<file path="config.mk">
export PLATFORM = sky130hd
export DESIGN_NAME = imem_loader
export DESIGN_NICKNAME = d
export VERILOG_FILES = /design/src/rtl/imem_loader_pkg.sv /design/src/rtl/imem_loader_byte_assembler.sv /design/src/rtl/imem_loader.sv
export SDC_FILE = /design/constraint.sdc
export NUM_CORES = 1
export LEC_CHECK = 0
export BUFFER_PORTS_ARGS = -buffer_cell sky130_fd_sc_hd__buf_2
export CORE_MARGIN = 8
export CORE_UTILIZATION = 35
export DETAILED_ROUTE_END_ITERATION = 12
export GPL_TIMING_DRIVEN = 0
export HOLD_SLACK_MARGIN = 0.06
export SETUP_SLACK_MARGIN = 0.4
export SYNTH_ARGS = -nofsm -noshare
export SYNTH_HDL_FRONTEND = slang
export SYNTH_HIERARCHICAL = 1
export SYNTH_SLANG_ARGS = --single-unit
</file>
<file path="constraint.sdc">
create_clock -name clk -period 8.8 [get_ports clk]
set_clock_uncertainty 0.1 [all_clocks]
set_input_delay 1.76 -clock clk [delete_from_list [all_inputs] [get_ports clk]]
set_output_delay 1.76 -clock clk [all_outputs]
set_load 0.03 [all_outputs]
</file>
<file path="src/rtl/imem_loader_pkg.sv">
// Shared definitions for the instruction-memory boot loader.
// Includes the state encoding, word geometry and the length check.
package imem_loader_pkg;

  localparam int BYTES_PER_WORD = 4;
  localparam int DEFAULT_DEPTH  = 64;

  typedef logic [2:0] state_t;

  localparam state_t S_LEN   = 3'd0;
  localparam state_t S_DATA  = 3'd1;
  localparam state_t S_WRITE = 3'd2;
  localparam state_t S_DONE  = 3'd3;
  localparam state_t S_ERR   = 3'd4;

  // Full 32-bit unsigned compare so that huge counts such as 0xFFFFFFFF are rejected.
  function automatic logic len_too_big(input logic [31:0] n, input int depth);
    return n > 32'(depth);
  endfunction

endpackage

</file>
<file path="src/rtl/imem_loader_byte_assembler.sv">
// Little-endian byte-to-word assembler with a wrapping byte counter.
// word_ready is combinational so the completed word is usable on the accepting edge.
module byte_assembler
  import imem_loader_pkg::*;
(
  input  logic        clk,
  input  logic        rst,
  input  logic        i_vld,
  input  logic [7:0]  i_byte,
  output logic [31:0] o_word,
  output logic        o_word_ready
);

  localparam int CNT_W = $clog2(BYTES_PER_WORD);

  logic [CNT_W-1:0] r_cnt;
  logic [23:0]      r_shift;
  logic             w_last;

  assign w_last       = (r_cnt == CNT_W'(BYTES_PER_WORD - 1));
  assign o_word_ready = i_vld && w_last;
  assign o_word       = {i_byte, r_shift};

  always_ff @(posedge clk) begin
    if (rst) begin
      r_cnt <= '0;
    end else if (i_vld) begin
      r_cnt <= r_cnt + CNT_W'(1);
    end
  end

  // Earlier bytes drift toward bit 0, so the first byte lands in bits 7:0.
  always_ff @(posedge clk) begin
    if (i_vld) begin
      r_shift <= {i_byte, r_shift[23:8]};
    end
  end

endmodule

</file>
<file path="src/rtl/imem_loader.sv">
// Boot loader: receives a length-prefixed byte stream, writes it into
// instruction memory one word at a time, and releases the core when complete.
module imem_loader
  import imem_loader_pkg::*;
#(
  parameter int DEPTH  = DEFAULT_DEPTH,
  parameter int ADDR_W = $clog2(DEPTH)
) (
  input  logic              clk,
  input  logic              rst,
  input  logic              in_valid,
  input  logic [7:0]        in_data,
  output logic              in_ready,
  output logic              imem_we,
  output logic [ADDR_W-1:0] imem_addr,
  output logic [31:0]       imem_wdata,
  output logic              cpu_rst,
  output logic              load_done,
  output logic              load_err
);

  state_t            r_state;
  logic [ADDR_W-1:0] r_idx;
  logic [31:0]       r_len;
  logic              r_we;
  logic [ADDR_W-1:0] r_addr;
  logic [31:0]       r_wdata;

  logic              w_acc;
  logic [31:0]       w_word;
  logic              w_word_ready;
  logic              w_last_word;

  assign in_ready    = (r_state == S_LEN) || (r_state == S_DATA);
  assign w_acc       = in_valid && in_ready;
  assign w_last_word = (32'(r_idx) == (r_len - 32'd1));

  byte_assembler u_asm (
    .clk          (clk),
    .rst          (rst),
    .i_vld        (w_acc),
    .i_byte       (in_data),
    .o_word       (w_word),
    .o_word_ready (w_word_ready)
  );

  always_ff @(posedge clk) begin
    if (rst) begin
      r_state <= S_LEN;
      r_idx   <= '0;
      r_len   <= '0;
      r_we    <= 1'b0;
      r_addr  <= '0;
      r_wdata <= '0;
    end else begin
      r_we <= 1'b0;
      case (r_state)
        S_LEN: begin
          if (w_word_ready) begin
            if (w_word == 32'd0) begin
              r_state <= S_DONE;
            end else if (len_too_big(w_word, DEPTH)) begin
              r_state <= S_ERR;
            end else begin
              r_len   <= w_word;
              r_idx   <= '0;
              r_state <= S_DATA;
            end
          end
        end
        // Write strobe is registered here so it rises on the edge that takes the 4th byte.
        S_DATA: begin
          if (w_word_ready) begin
            r_we    <= 1'b1;
            r_addr  <= r_idx;
            r_wdata <= w_word;
            r_state <= S_WRITE;
          end
        end
        S_WRITE: begin
          if (w_last_word) begin
            r_state <= S_DONE;
          end else begin
            r_idx   <= r_idx + ADDR_W'(1);
            r_state <= S_DATA;
          end
        end
        S_DONE:  r_state <= S_DONE;
        S_ERR:   r_state <= S_ERR;
        default: r_state <= S_ERR;
      endcase
    end
  end

  assign imem_we    = r_we;
  assign imem_addr  = r_addr;
  assign imem_wdata = r_wdata;
  assign cpu_rst    = (r_state != S_DONE);
  assign load_done  = (r_state == S_DONE);
  assign load_err   = (r_state == S_ERR);

endmodule

</file>
==> results.md <==
* Status: complete, no violations
* Fraction of layout cells with a size suffix above 1 at 0.176
* PortBufs at 53
* Clk buf depth at 2
* Vias after detailed routing at 3370
* Met2 WL at 4740 µm
* CP startpoint: in_valid
* Num CTS Buffers at 9
* Simple-gate share of the synthesized area at 0.246
* Postcts setup bufs at 0
* Ys Warns at 6
* Slew @ Worst Pin at 1.24 ns
* Type of destination of the critical path: flop
* DRC viols at 0
* IO Pins at 54
* RSZ-0062 raised after global routing: false
* Cell row count at 40
* Area grow syn2layout at 18.0%
* CP arrival at 4.65 ns
* FF-to-FF path depth at 12
* CP delay by family, top: simple AND/OR/NAND/NOR gates
* Mapped Nets at 461
* Hold Crit Start: r_len[21]
* Inserted Diodes at 0
* DR iter-0 viols at 200
* Cell Chain, Critical Path: buf_2, and2_1, and2_2, inv_1, nor4_1, and3_1, clkbuf_1, nor2_1, clkbuf_1, clkbuf_1, and2_1
* Hold depth at 1
* Final wirelength at 10100 µm
* Worst min path class: reg -> reg
* Setup-failing EPs final at 0
* Slew Limit Fails at 0
* Core Region at 0.0120 mm²
* Syn Area/Cell at 9.63 µm²
* Routed wire per std cell at 15.2 µm
* Worst skew pair latency at 0.36 ns
* Hpwl dp at 7380 µm
* Sequential share of the synthesized area at 0.549
* Synth Register Bits at 106
* CTS tree: yes
* Design Area, Final at 0.00508 mm²
* Startpoint Class: input port
* Post-DP Area at 0.00475 mm²
* Setup TNS at 0 ns
* Largest net degree at the start of global routing at 28
* Width of the die at 127 µm
* Antenna violations before repair at 0
* Pwr/cell area at 189 mW/mm²
* First-pass GRT wire length at 16600 µm
* Hold buffer count at CTS at 0
* Tmin final at 4.50 ns
* Cells after synthesis at 447
* Worst-path fanout max at 27
* Multiplexer area fraction after synthesis at 0.0285
* Leak pwr at 1.99 nW
* Antenna Violating Nets Remaining at 0
* H-tree depth at 3
* Max IR drop VDD at 98.8 µV
* Starting Density at 0.358
* Most frequent CP cell: clkbuf_1
* Rel. slew slack at 0.175
* Cell Area, Synth at 0.00430 mm²
* Post-synth EDFFs at 24
* Top_reg_cell synth: dfxtp_1
* CP Depth at 11
* CP max stage delay at 0.93 ns
* Crit path buffers/inverters at 5
* Largest family of logic cells by synthesized area: simple AND/OR/NAND/NOR gates
* First-pass detailed-route iteration total at 4
* Nets at 525
* Root Buffer: clkbuf_16
* Vias in the first global route at 3336
* Die Y at 127 µm
* Total GRT Usage at 0.130
* Die footprint at 0.0161 mm²
* Max stage delay cell, worst path: and2_1
* Met1 WL at 4750 µm
* Max_cap viols at 0
* Clk pin slew, worst setup/hold paths at 0.07 ns
* Fin. Hold Viols at 0
* Placer Congestion at 0.828
* Via density at 5.08
* Fmax at 222 MHz
* Post-synth cell types at 59
* Gr ovfl total at 0
* Xor/xnor cell area share of the yosys netlist at 0.0204
* Final std cells w/o fill at 663
* Post-synth ARST share at 0
* Clock sinks at 106
* WS Path Type: in -> reg
* WP data required at 8.95 ns
* Final worst setup slack at 4.30 ns
* Final period util at 0.511
* Post-cts sizing count at 0
* Pre-CTS setup slack at 3.93 ns
* Post-synthesis compound-gate area fraction at 0.102
* Max layer used: met4
* Synth Area in Adders at 0.00872
* Inst Count DP at 647
* DR WL met3 at 419 µm
* Worst R2R Start: r_state[1]
[cell usage after synthesis, drive strengths merged (3+ instances only)]
cell type / instances / area [µm²]
xor2: 3 / 26.3
or3: 7 / 43.8
inv: 7 / 26.3
nor2: 26 / 97.6
edfxtp: 24 / 721
nand2: 88 / 330
o31ai: 3 / 22.5
and3: 3 / 18.8
mux2i: 10 / 100
and2: 25 / 158
a31oi: 4 / 25.0
buf: 13 / 91.3
nor4: 15 / 151
o21ai: 4 / 20.0
ha: 3 / 37.5
nor3: 11 / 55.1
dfxtp: 82 / 1640
nand3: 3 / 15.0
clkbuf: 20 / 75.1
nand4: 9 / 62.6
or4: 5 / 37.5
xnor2: 7 / 61.3
a21oi: 44 / 224
[worst reg2reg max path: cells and delay by family (launching register included)]
family | cells | cell delay, ns
buffers and inverters | 5 | 1.05
and+or+nand+nor | 7 | 2.32
DFF | 1 | 0.30
[final cells by class]
| cell class | count | area, µm² |
|---|---|---|
| clock buffers | 9 | 225 |
| repair buffers | 53 | 265 |
| multi-input cells | 300 | 1740 |
| fillers | 1200 | 6940 |
| flip-flops and latches | 106 | 2360 |
| plain buffers | 33 | 166 |
| well taps | 147 | 184 |
| clock inverters | 7 | 98.8 |
| inverters | 8 | 30.0 |
[layer usage]
metal | vias to the layer above | global-route usage
li1 | 1684 | -
met1 | 1608 | 0.156
met2 | 65 | 0.212
met3 | 13 | 0.0327
met4 | 0 | 0.0616
met5 | - | 0
[metrics by stage]
step / total power [W] / utilization / hold slack, ns
2_1_floorplan: 0.000536 / - / 0.320
3_3_place_gp: 0.000546 / 0.396 / 0.334
3_5_place_dp: 0.000547 / 0.396 / 0.335
4_1_cts: 0.000970 / 0.423 / 0.354
5_1_grt: 0.000996 / 0.423 / 0.373
6_report: 0.000961 / 0.423 / 0.353
[flip-flops by register name (all words and copies together) (netlist names)]
name           cells
u_asm/r_cnt        2
r_idx              6
imem_we            1
u_asm/r_shift     24
r_len             32
imem_wdata        32
imem_addr          6
r_state            3
[placed cells by master, fill, tap and decap left out, types with 2 or more instances in the layout]
master	count
edfxtp_1	24
or3_1	7
buf_1	2
o41ai_1	2
xor2_1	3
o31ai_1	3
a31oi_1	4
nor4_4	3
clkinv_8	2
or4_1	5
nand4_1	8
buf_4	9
nor3_1	11
nand3_1	3
clkbuf_16	9
nor2_1	26
nor4_1	10
a41oi_1	2
mux2i_1	10
clkbuf_1	20
or4b_1	2
buf_2	54
and3_1	3
nor4_2	2
xnor2_1	7
inv_1	7
o21ai_0	3
nand3b_1	2
nand2_1	88
dfxtp_1	82
inv_8	2
ha_1	3
a21oi_1	43
and2_1	24
[final timing paths]
check                    to  slack, ns
setup / recovery   r_len[8]       4.30
setup reg to reg   r_len[8]       4.95
hold / removal    r_len[21]       0.35
hold reg to reg   r_len[21]       0.35
[cell families after synthesis]
logic type	count (synthesis)
AOI/OAI and AO/OA	72
xor gates and xnor gates	10
adders and majority gates	3
buffers and inverters	41
DFF	106
muxes	12
and+or+nand+nor	203
[report_power, final]
| group | switching [W] | internal, W |
|---|---|---|
| Combinational | 0.0000142 | 0.00000784 |
| Sequential | 0.00000696 | 0.000506 |
| Clock | 0.000196 | 0.000229 |
| Total | 0.000218 | 0.000743 |
(Power assumes the default switching activity.)
